`src/rtl/ascon_regs_mc.sv`:
```
// Multi-channel register front-end for the ASCON permutation core.
// Channels queue start requests; a round-robin FSM issues them to one shared core.
module ascon_regs_mc #(
    parameter int DATA_W     = 32,
    parameter int STATE_BITS = 320,
    parameter int NUM_CH     = 2,
    parameter int ADDR_W     = 8,
    parameter int ROUND_W    = 4,
    localparam int CH_W      = (NUM_CH > 1) ? $clog2(NUM_CH) : 1
) (
    input  logic                  clk_i,
    input  logic                  rst_i,
    input  logic                  reg_valid_i,
    input  logic                  reg_write_i,
    input  logic [ADDR_W-1:0]     reg_addr_i,
    input  logic [DATA_W-1:0]     reg_wdata_i,
    output logic                  reg_ready_o,
    output logic [DATA_W-1:0]     reg_rdata_o,
    output logic                  reg_error_o,
    output logic                  core_valid_o,
    input  logic                  core_ready_i,
    output logic [CH_W-1:0]       core_ch_o,
    output logic [ROUND_W-1:0]    core_rounds_o,
    output logic [STATE_BITS-1:0] core_state_o,
    input  logic                  core_done_i,
    input  logic [STATE_BITS-1:0] core_state_i,
    output logic                  irq_o
);
    localparam int W = STATE_BITS / DATA_W;

    typedef enum logic [1:0] {IDLE, ISSUE, WAIT} fsm_e;

    fsm_e fsm_q, fsm_d;
    logic [NUM_CH-1:0][STATE_BITS-1:0] state_q, state_d;
    logic [NUM_CH-1:0][ROUND_W-1:0]    rounds_q, rounds_d;
    logic [NUM_CH-1:0] ie_q, ie_d, pend_q, pend_d, fly_q, fly_d;
    logic [NUM_CH-1:0] done_q, done_d, err_q, err_d;
    logic [CH_W-1:0]   grant_q, grant_d, last_q, last_d;

    logic [ADDR_W-3:0] idx;
    logic [3:0]        off;
    int                ch_n;
    int                wi;
    logic [CH_W-1:0]   ci;
    logic [CH_W-1:0]   cand;
    logic              hit;
    logic              found;
    logic [NUM_CH-1:0] busy;
    logic              unused_ok;

    assign idx       = reg_addr_i[ADDR_W-1:2];
    assign off       = idx[3:0];
    assign ch_n      = int'(idx >> 4);
    assign wi        = int'(off) - 2;
    assign ci        = CH_W'(ch_n);
    assign hit       = (ch_n < NUM_CH) && (int'(off) <= W + 1);
    assign busy      = pend_q | fly_q;
    assign unused_ok = ^reg_addr_i[1:0];

    always_comb begin
        state_d     = state_q;
        rounds_d    = rounds_q;
        ie_d        = ie_q;
        pend_d      = pend_q;
        fly_d       = fly_q;
        done_d      = done_q;
        err_d       = err_q;
        grant_d     = grant_q;
        last_d      = last_q;
        fsm_d       = fsm_q;
        reg_rdata_o = '0;
        reg_error_o = 1'b0;
        found       = 1'b0;
        cand        = '0;

        if (reg_valid_i) begin
            if (!hit) begin
                reg_error_o = 1'b1;
            end else if (off == 4'd0) begin
                reg_rdata_o[1]            = ie_q[ci];
                reg_rdata_o[8 +: ROUND_W] = rounds_q[ci];
                if (reg_write_i) begin
                    if (reg_wdata_i[0] && busy[ci]) begin
                        reg_error_o = 1'b1;
                        err_d[ci]   = 1'b1;
                    end else begin
                        ie_d[ci] = reg_wdata_i[1];
                        // rounds frozen while the request is outstanding
                        if (!busy[ci]) rounds_d[ci] = reg_wdata_i[8 +: ROUND_W];
                        if (reg_wdata_i[0]) begin
                            pend_d[ci] = 1'b1;
                            done_d[ci] = 1'b0;
                        end
                    end
                end
            end else if (off == 4'd1) begin
                reg_rdata_o[2:0] = {err_q[ci], done_q[ci], busy[ci]};
                if (reg_write_i) begin
                    done_d[ci] = done_q[ci] & ~reg_wdata_i[1];
                    err_d[ci]  = err_q[ci] & ~reg_wdata_i[2];
                end
            end else begin
                reg_rdata_o = state_q[ci][wi*DATA_W +: DATA_W];
                if (reg_write_i) begin
                    if (busy[ci]) begin
                        reg_error_o = 1'b1;
                        err_d[ci]   = 1'b1;
                    end else begin
                        state_d[ci][wi*DATA_W +: DATA_W] = reg_wdata_i;
                    end
                end
            end
        end

        // hardware updates come last so a set beats a same-cycle W1C
        unique case (fsm_q)
            IDLE: begin
                for (int i = 1; i <= NUM_CH; i++) begin
                    cand = CH_W'((int'(last_q) + i) % NUM_CH);
                    if (!found && pend_q[cand]) begin
                        found   = 1'b1;
                        grant_d = cand;
                    end
                end
                if (found) begin
                    last_d         = grant_d;
                    pend_d[grant_d] = 1'b0;
                    fly_d[grant_d]  = 1'b1;
                    fsm_d          = ISSUE;
                end
            end
            ISSUE: begin
                if (core_ready_i) fsm_d = WAIT;
            end
            WAIT: begin
                if (core_done_i) begin
                    state_d[grant_q] = core_state_i;
                    done_d[grant_q]  = 1'b1;
                    fly_d[grant_q]   = 1'b0;
                    fsm_d            = IDLE;
                end
            end
            default: fsm_d = IDLE;
        endcase
    end

    always_ff @(posedge clk_i or posedge rst_i) begin
        if (rst_i) begin
            fsm_q    <= IDLE;
            state_q  <= '0;
            rounds_q <= '0;
            ie_q     <= '0;
            pend_q   <= '0;
            fly_q    <= '0;
            done_q   <= '0;
            err_q    <= '0;
            grant_q  <= '0;
            last_q   <= CH_W'(NUM_CH - 1);
        end else begin
            fsm_q    <= fsm_d;
            state_q  <= state_d;
            rounds_q <= rounds_d;
            ie_q     <= ie_d;
            pend_q   <= pend_d;
            fly_q    <= fly_d;
            done_q   <= done_d;
            err_q    <= err_d;
            grant_q  <= grant_d;
            last_q   <= last_d;
        end
    end

    assign reg_ready_o   = 1'b1;
    assign core_valid_o  = (fsm_q == ISSUE);
    assign core_ch_o     = grant_q;
    assign core_rounds_o = rounds_q[grant_q];
    assign core_state_o  = state_q[grant_q];
    assign irq_o         = |(done_q & ie_q);
endmodule

```
`config.mk`:
```
export PLATFORM = sky130hd
export DESIGN_NAME = ascon_regs_mc
export DESIGN_NICKNAME = d
export VERILOG_FILES = /design/src/rtl/ascon_regs_mc.sv
export SDC_FILE = /design/constraint.sdc
export NUM_CORES = 2
export LEC_CHECK = 0
export BUFFER_PORTS_ARGS = -buffer_cell sky130_fd_sc_hd__buf_2
export CAP_MARGIN = 20
export CORE_ASPECT_RATIO = 2
export CORE_MARGIN = 4
export CORE_UTILIZATION = 30
export DETAILED_ROUTE_END_ITERATION = 8
export PLACE_DENSITY = 0.55
export SLEW_MARGIN = 20
export SYNTH_ARGS = -nofsm -noshare
export SYNTH_HDL_FRONTEND = slang
export SYNTH_SLANG_ARGS = --single-unit
```
`constraint.sdc`:
```
create_clock -name clk_i -period 27 [get_ports clk_i]
set_input_delay 5.4 -clock clk_i [delete_from_list [all_inputs] [get_ports clk_i]]
set_output_delay 5.4 -clock clk_i [all_outputs]
set_load 0.01 [all_outputs]
```
## Yosys cells after proc, flatten, opt, wreduce, memory -nomap -nowiden

Index checks and enable logic that the tools add are counted.

- Memory bits (read-only): 0
- Bits in writable memories: 0
- Memories kept: 0
- Latch bits: 0
- Register bits after elaboration: 662
- Input bits: 366

- Add/subtract/negate cells: 4
- Reduce and logical (&&, ||, !) cells: 18
- Mux-type cells: 102
- Bitwise logic cells: 18
- Multiply operators: 0
- Order comparisons: 10
- Equality and inequality tests: 7
- Divide/modulo/power cells: 0
- Shift-type cells: 3

Operator list:

| kind | number |
|---|---|
| $mux W640 | 8 |
| $mux W320 | 6 |
| $bwmux W640 | 2 |
| $demux W320 S1 | 2 |
| $shift A32 B33 Y320 const A | 1 |
| $shiftx A32 B33 Y320 | 1 |
| $shiftx A320 B10 Y32 | 1 |
| $mux W32 | 2 |
| $mux W2 | 30 |
| $neg A10 Y33 | 1 |
| $mux W1 | 32 |
| $mux W29 | 1 |
| $mux W4 | 6 |
| $mux W20 | 1 |
| $lt A1 B2 Y1 const B | 5 |
| $or A2 B2 Y2 | 5 |
| $reduce_and A5 Y1 | 2 |
| $and A2 B2 Y2 | 4 |
| $bwmux W8 | 1 |
| $bwmux W2 | 3 |
| $logic_and A1 B1 Y1 | 6 |
| $mux W6 | 1 |
| $not A2 Y2 | 3 |
| $pmux W2 S3 | 1 |
| other kinds (25) | 37 |

## Logic depth before layout (Yosys ltp)

- Depth after elaboration: 17
- Mapped depth: 18
- Mapped depth without buffers: 13

## Worst setup path after synthesis

Ideal clock, no wire load.

- Path kind: input to output
- Start point: input port reg_addr_i[3]
- End point: output port reg_rdata_o[2]
- Stages on the path: 10
- Data arrival time: 7.354 ns
- Setup slack: 14.246 ns
- Data required time: 21.600 ns
- Path buffers: 5
- Cells stage by stage: inv_1 > clkbuf_1 > clkbuf_1 > ha_1 > buf_2 > clkbuf_1 > buf_1 > a21oi_1 > a21oi_1 > o21ai_0

- Longest elaborated chain between the ends: 6
- Elaborated cells between the ends (all ways): 10
- Those cells by class: add/sub: 1; order compare: 1; eq/ne: 1; shift: 1; mux: 4; reduce/logical: 2

RTL lines:

| element | RTL line | text |
|---|---|---|
| start, declared | 15 | `input logic [ADDR_W-1:0] reg_addr_i,` |
| $sub A4 B2 Y5 | 54 | `assign wi = int'(off) - 2;` |
| $shiftx A320 B10 Y32 | 103 | `reg_rdata_o = state_q[ci][wi*DATA_W +: DATA_W];` |
| $mux W3 | 96 | `end else if (off == 4'd1) begin` |
| $mux W6 | 79 | `end else if (off == 4'd0) begin` |
| $mux W32 * | 77 | `if (!hit) begin` |
| $mux W32 * | 76 | `if (reg_valid_i) begin` |
| end, declared | 18 | `output logic [DATA_W-1:0] reg_rdata_o,` |

Mark *: on every way between the ends. The rest lies on a longest branch, timed or not.

## Worst setup path in the final report

- Start point: input port reg_addr_i[2]
- End point: output port reg_rdata_o[1]

- Longest elaborated chain between the ends: 6
- Elaborated cells between the ends (all ways): 10
- Those cells by class: add/sub: 1; order compare: 1; eq/ne: 1; shift: 1; mux: 4; reduce/logical: 2

RTL lines:

| element | RTL line |
|---|---|
| $sub A4 B2 Y5 | 54 |
| $shiftx A320 B10 Y32 | 103 |
| $mux W3 | 96 |
| $mux W1 | 79 |
| $mux W32 * | 77 |
| $mux W32 * | 76 |

Marked as above.

==> results by group <==
Timing
  – Hold Vio Cnt, Final: 0
  – Max Fclk: roughly 0.066 GHz
  – Slew Viols, Final: 0
  – Clock Skews: 42.9 ps
  – Final setup fails: 0
  – Setup TNS: 0 ps
  – Worst Max-Slew Pin Slew: 1190 ps
  – RSZ-0062 raised after global routing: false
  – Slew HR: 0.206
  – Tmin final: between 15000 and 20000 ps
  – Period utilization: 0.557

Place
  – DP Area: 45200 µm²
  – IO Port Bufs: 723
  – Detailed placer's ending HPWL: between 150000 and 200000 µm
  – Placed cells: 6293
  – RePlAce Congestion: 0.957

Drt
  – DRT iter0 DRCs: 4451
  – Wirelength, routed: 237000 µm
  – Antenna viol nets, final: 0
  – Vias per cell: 5.96
  – Average routed wire per standard cell: between 30 and 40 µm
  – Drt first pass iters: 8
  – Via count: between 30000 and 40000
  – Post-route DRC: 0

Worst setup path
  – Crit path max fanout: 60
  – Crit Path Category: in2out
  – Crit path arrival time: between 9000 and 10000 ps
  – Setup crit start kind: primary input
  – Crit path cell chain: buf_8, buf_4, buf_4, mux4_2, and2_0, a211oi_1, a21oi_1, a222oi_1, nor3_1, buf_2
  – CP Capture Type: primary output
  – Worst Path Required: 21600 ps
  – CP max-delay cell: a211oi_1
  – CP dominant cell by count: buf_4
  – CP peak stage delay: 880 ps

Cells and area
  – Post-Layout Inst Area: roughly 48000 µm²
  – Layout cell share with drive strength beyond 1: 0.324
  – Area Overhead vs Synth: 20.1%
  – Non-filler instance count after layout: 6478
  – NumNets Final: 5024

Synth
  – Sequential area share after synthesis: 0.415
  – Ys async rst share: 1.00
  – Synthesized area: 39900 µm²
  – Yosys warns: 0
  – Synth Instances: 4139
  – Area leader, netlist: dfrtp_1
  – Post-synth EDFFs: 0
  – Share of the synthesized area in the top cell type: 0.414
  – Yosys reg bits: 662
  – Syn_nets: 4516
  – Avg Synthesized Cell Area: 9.65 µm²
  – Synth Flop Type: dfrtp_1
  – Distinct cells, synth: 70
  – Largest cells by area after synthesis: dfrtp_1, mux2_2, mux4_2

Power
  – Sw power: 0.00223 W
  – Comb pwr share: 0.453
  – Peak VDD IR: 0.0728 mV
  – Switching power share of the total: 0.417
  – Internal power: 0.00312 W
  – Leak: around 22 nW
  – Pwr dens: between 100 and 150 nW/µm²
  – Clock network power share: 0.211
  – Sequential power share: 0.336

Clock tree
  – Post-CTS Hold Fix Bufs: 0
  – Post_cts resized: 0
  – Clock Latency Late Sink: roughly 700 ps
  – CTS tree: done
  – CTS Buffer Depth: 3
  – H-Tree Depth: 3
  – CTS buffer count: 70
  – Clock sink count: between 600 and 700
  – # Post-CTS Setup Buffers: 0
  – Reg clk slew, reported paths: ~70 ps
  – Clk Tree Root Cell: clkbuf_16

Global route
  – Remaining global-route overflow: 0
  – First-pass GRT wire length: 317000 µm
  – Largest net degree at the start of global routing: 167
  – Antenna violations before repair: between 80 and 90
  – GRT Util Overall: 0.326
  – Vias in the first global route: approximately 37000

Hold path
  – HP Class: reg2reg

Flow run
  – Total of max-cap violations: 0

Floorplanning
  – Die Ht: 524 µm
  – Rows: 189
  – Die Wd: 266 µm
  – Core box area: 132000 µm²
  – Starting Density: 0.302
  – IO Pins: 727
  – Die area: 139000 µm²

Outcome
  – Outcome: complete, no violations
[per-layer routing]
layer | global-route usage | vias up | wire length (µm)
met5 | 0 | - | 286
met4 | 0.260 | 42 | 23400
met3 | 0.0799 | 559 | 20500
met2 | 0.497 | 2395 | 105000
met1 | 0.392 | 19600 | 87600
li1 | - | 16000 | -
[power by group through the flow]
stage	logic (W)	clock network, W	registers, W
5_1_grt	0.00255	0.00118	0.00183
4_1_cts	0.00241	0.00114	0.00177
6_report	0.00242	0.00113	0.00180
3_5_place_dp	0.00239	0	0.00179
2_1_floorplan	0.00145	0	0.00164
3_3_place_gp	0.00237	0	0.00177
[worst paths after layout]
| check | cells past startpoint | slack, ps | from | to |
|---|---|---|---|---|
| hold / removal | 2 | 510 | err_q[0] | err_q[0] |
| setup reg to reg | 8 | 22350 | fsm_q[1] | state_q[517] |
| setup / recovery | 10 | 11960 | reg_addr_i[2] | reg_rdata_o[1] |
| max in group asynchronous | 4 | 19790 | rst_i | state_q[68] |
| hold reg to reg | 2 | 510 | err_q[0] | err_q[0] |
| min in group asynchronous | 2 | 4870 | rst_i | state_q[2] |
[cell type report]
cell class              instances  area [µm²]
inverters                      12        52.6
multi-input cells            3067       22000
clock buffers                  89        1990
clock inverters                39         572
repair buffers                834        4540
diodes                         56         140
flip-flops and latches        662       16600
well taps                    1719        2150
fillers                     13600       84500
[cell usage after synthesis, types with 3 or more instances]
cell      number
o22ai_1        3
o21ai_0      234
a22oi_1        3
buf_4          3
nand2_1      846
inv_1         11
nor2_1       232
a221o_1      113
ha_1          11
a31oi_1       93
o31ai_1        3
mux2_2       336
nor2b_1       36
clkbuf_1     287
nor4_1         8
and3_1        26
a21oi_1      245
and2_1        76
mux2i_1      219
mux4_2       160
o21ai_1       29
buf_1         45
a21o_1         3
buf_2         60
nor4_2         3
o211ai_1      94
nand2b_1      40
o221ai_1       4
nor3_1        93
and4_1         5
or3_1         22
nand4_1       11
nand3_1       15
dfrtp_1      661
a211oi_1      66
[critical path, delay by kind of cell]
kind	cells	cell delay, ps
muxes	1	610
AOI/OAI and AO/OA	3	1290
and+or+nand+nor	2	370
buffers and inverters	4	1890
[registers in the layout, summed over array words and instances, names as in the netlist, 2 cells and up]
name and flops:
done_q 2, err_q 2, fly_q 2, fsm_q 2, ie_q 2, pend_q 2, rounds_q 8, state_q 640
[cell usage in the layout, fill, tap and decap left out, drive strengths merged, types with 13 or more instances in the layout]
cell / netlist / final
o21ai: 263 / 263
nor3: 94 / 94
and2: 77 / 77
a211oi: 66 / 66
nor2b: 36 / 36
clkbuf: 288 / 90
mux2: 336 / 336
or3: 22 / 22
o211ai: 94 / 94
a221o: 113 / 113
mux2i: 219 / 219
and3: 26 / 26
nand2b: 40 / 40
nand2: 846 / 846
diode: 0 / 56
a31oi: 93 / 93
a21oi: 247 / 247
nand3: 15 / 15
buf: 110 / 833
inv: 11 / 16
nor2: 232 / 232
bufinv: 0 / 13
mux4: 160 / 160
clkinv: 1 / 19
dfrtp: 661 / 661
[through the flow]
stage | util | total power [W] | hold slack (ps) | setup WS [ps]
floorplan | - | 0.00309 | 464 | 3050
global placement | 0.342 | 0.00414 | 483 | 11920
detailed placement | 0.342 | 0.00418 | 497 | 11920
CTS | 0.361 | 0.00532 | 511 | 11890
global route | 0.361 | 0.00556 | 548 | 11760
finish | 0.362 | 0.00535 | 512 | 11960
[kinds of logic (layout without fill, tap and decap cells)]
logic type / Yosys count / after routing / synth area share
other cells: 1 / 57 / 0.0000939
buf+inv: 410 / 974 / 0.0411
flops: 662 / 662 / 0.415
xor+xnor: 5 / 5 / 0.00175
compound gates: 905 / 905 / 0.143
simple gates: 1430 / 1430 / 0.156
fa+ha+maj: 11 / 11 / 0.00345
mux: 715 / 715 / 0.240
(Power assumes the default switching activity.)
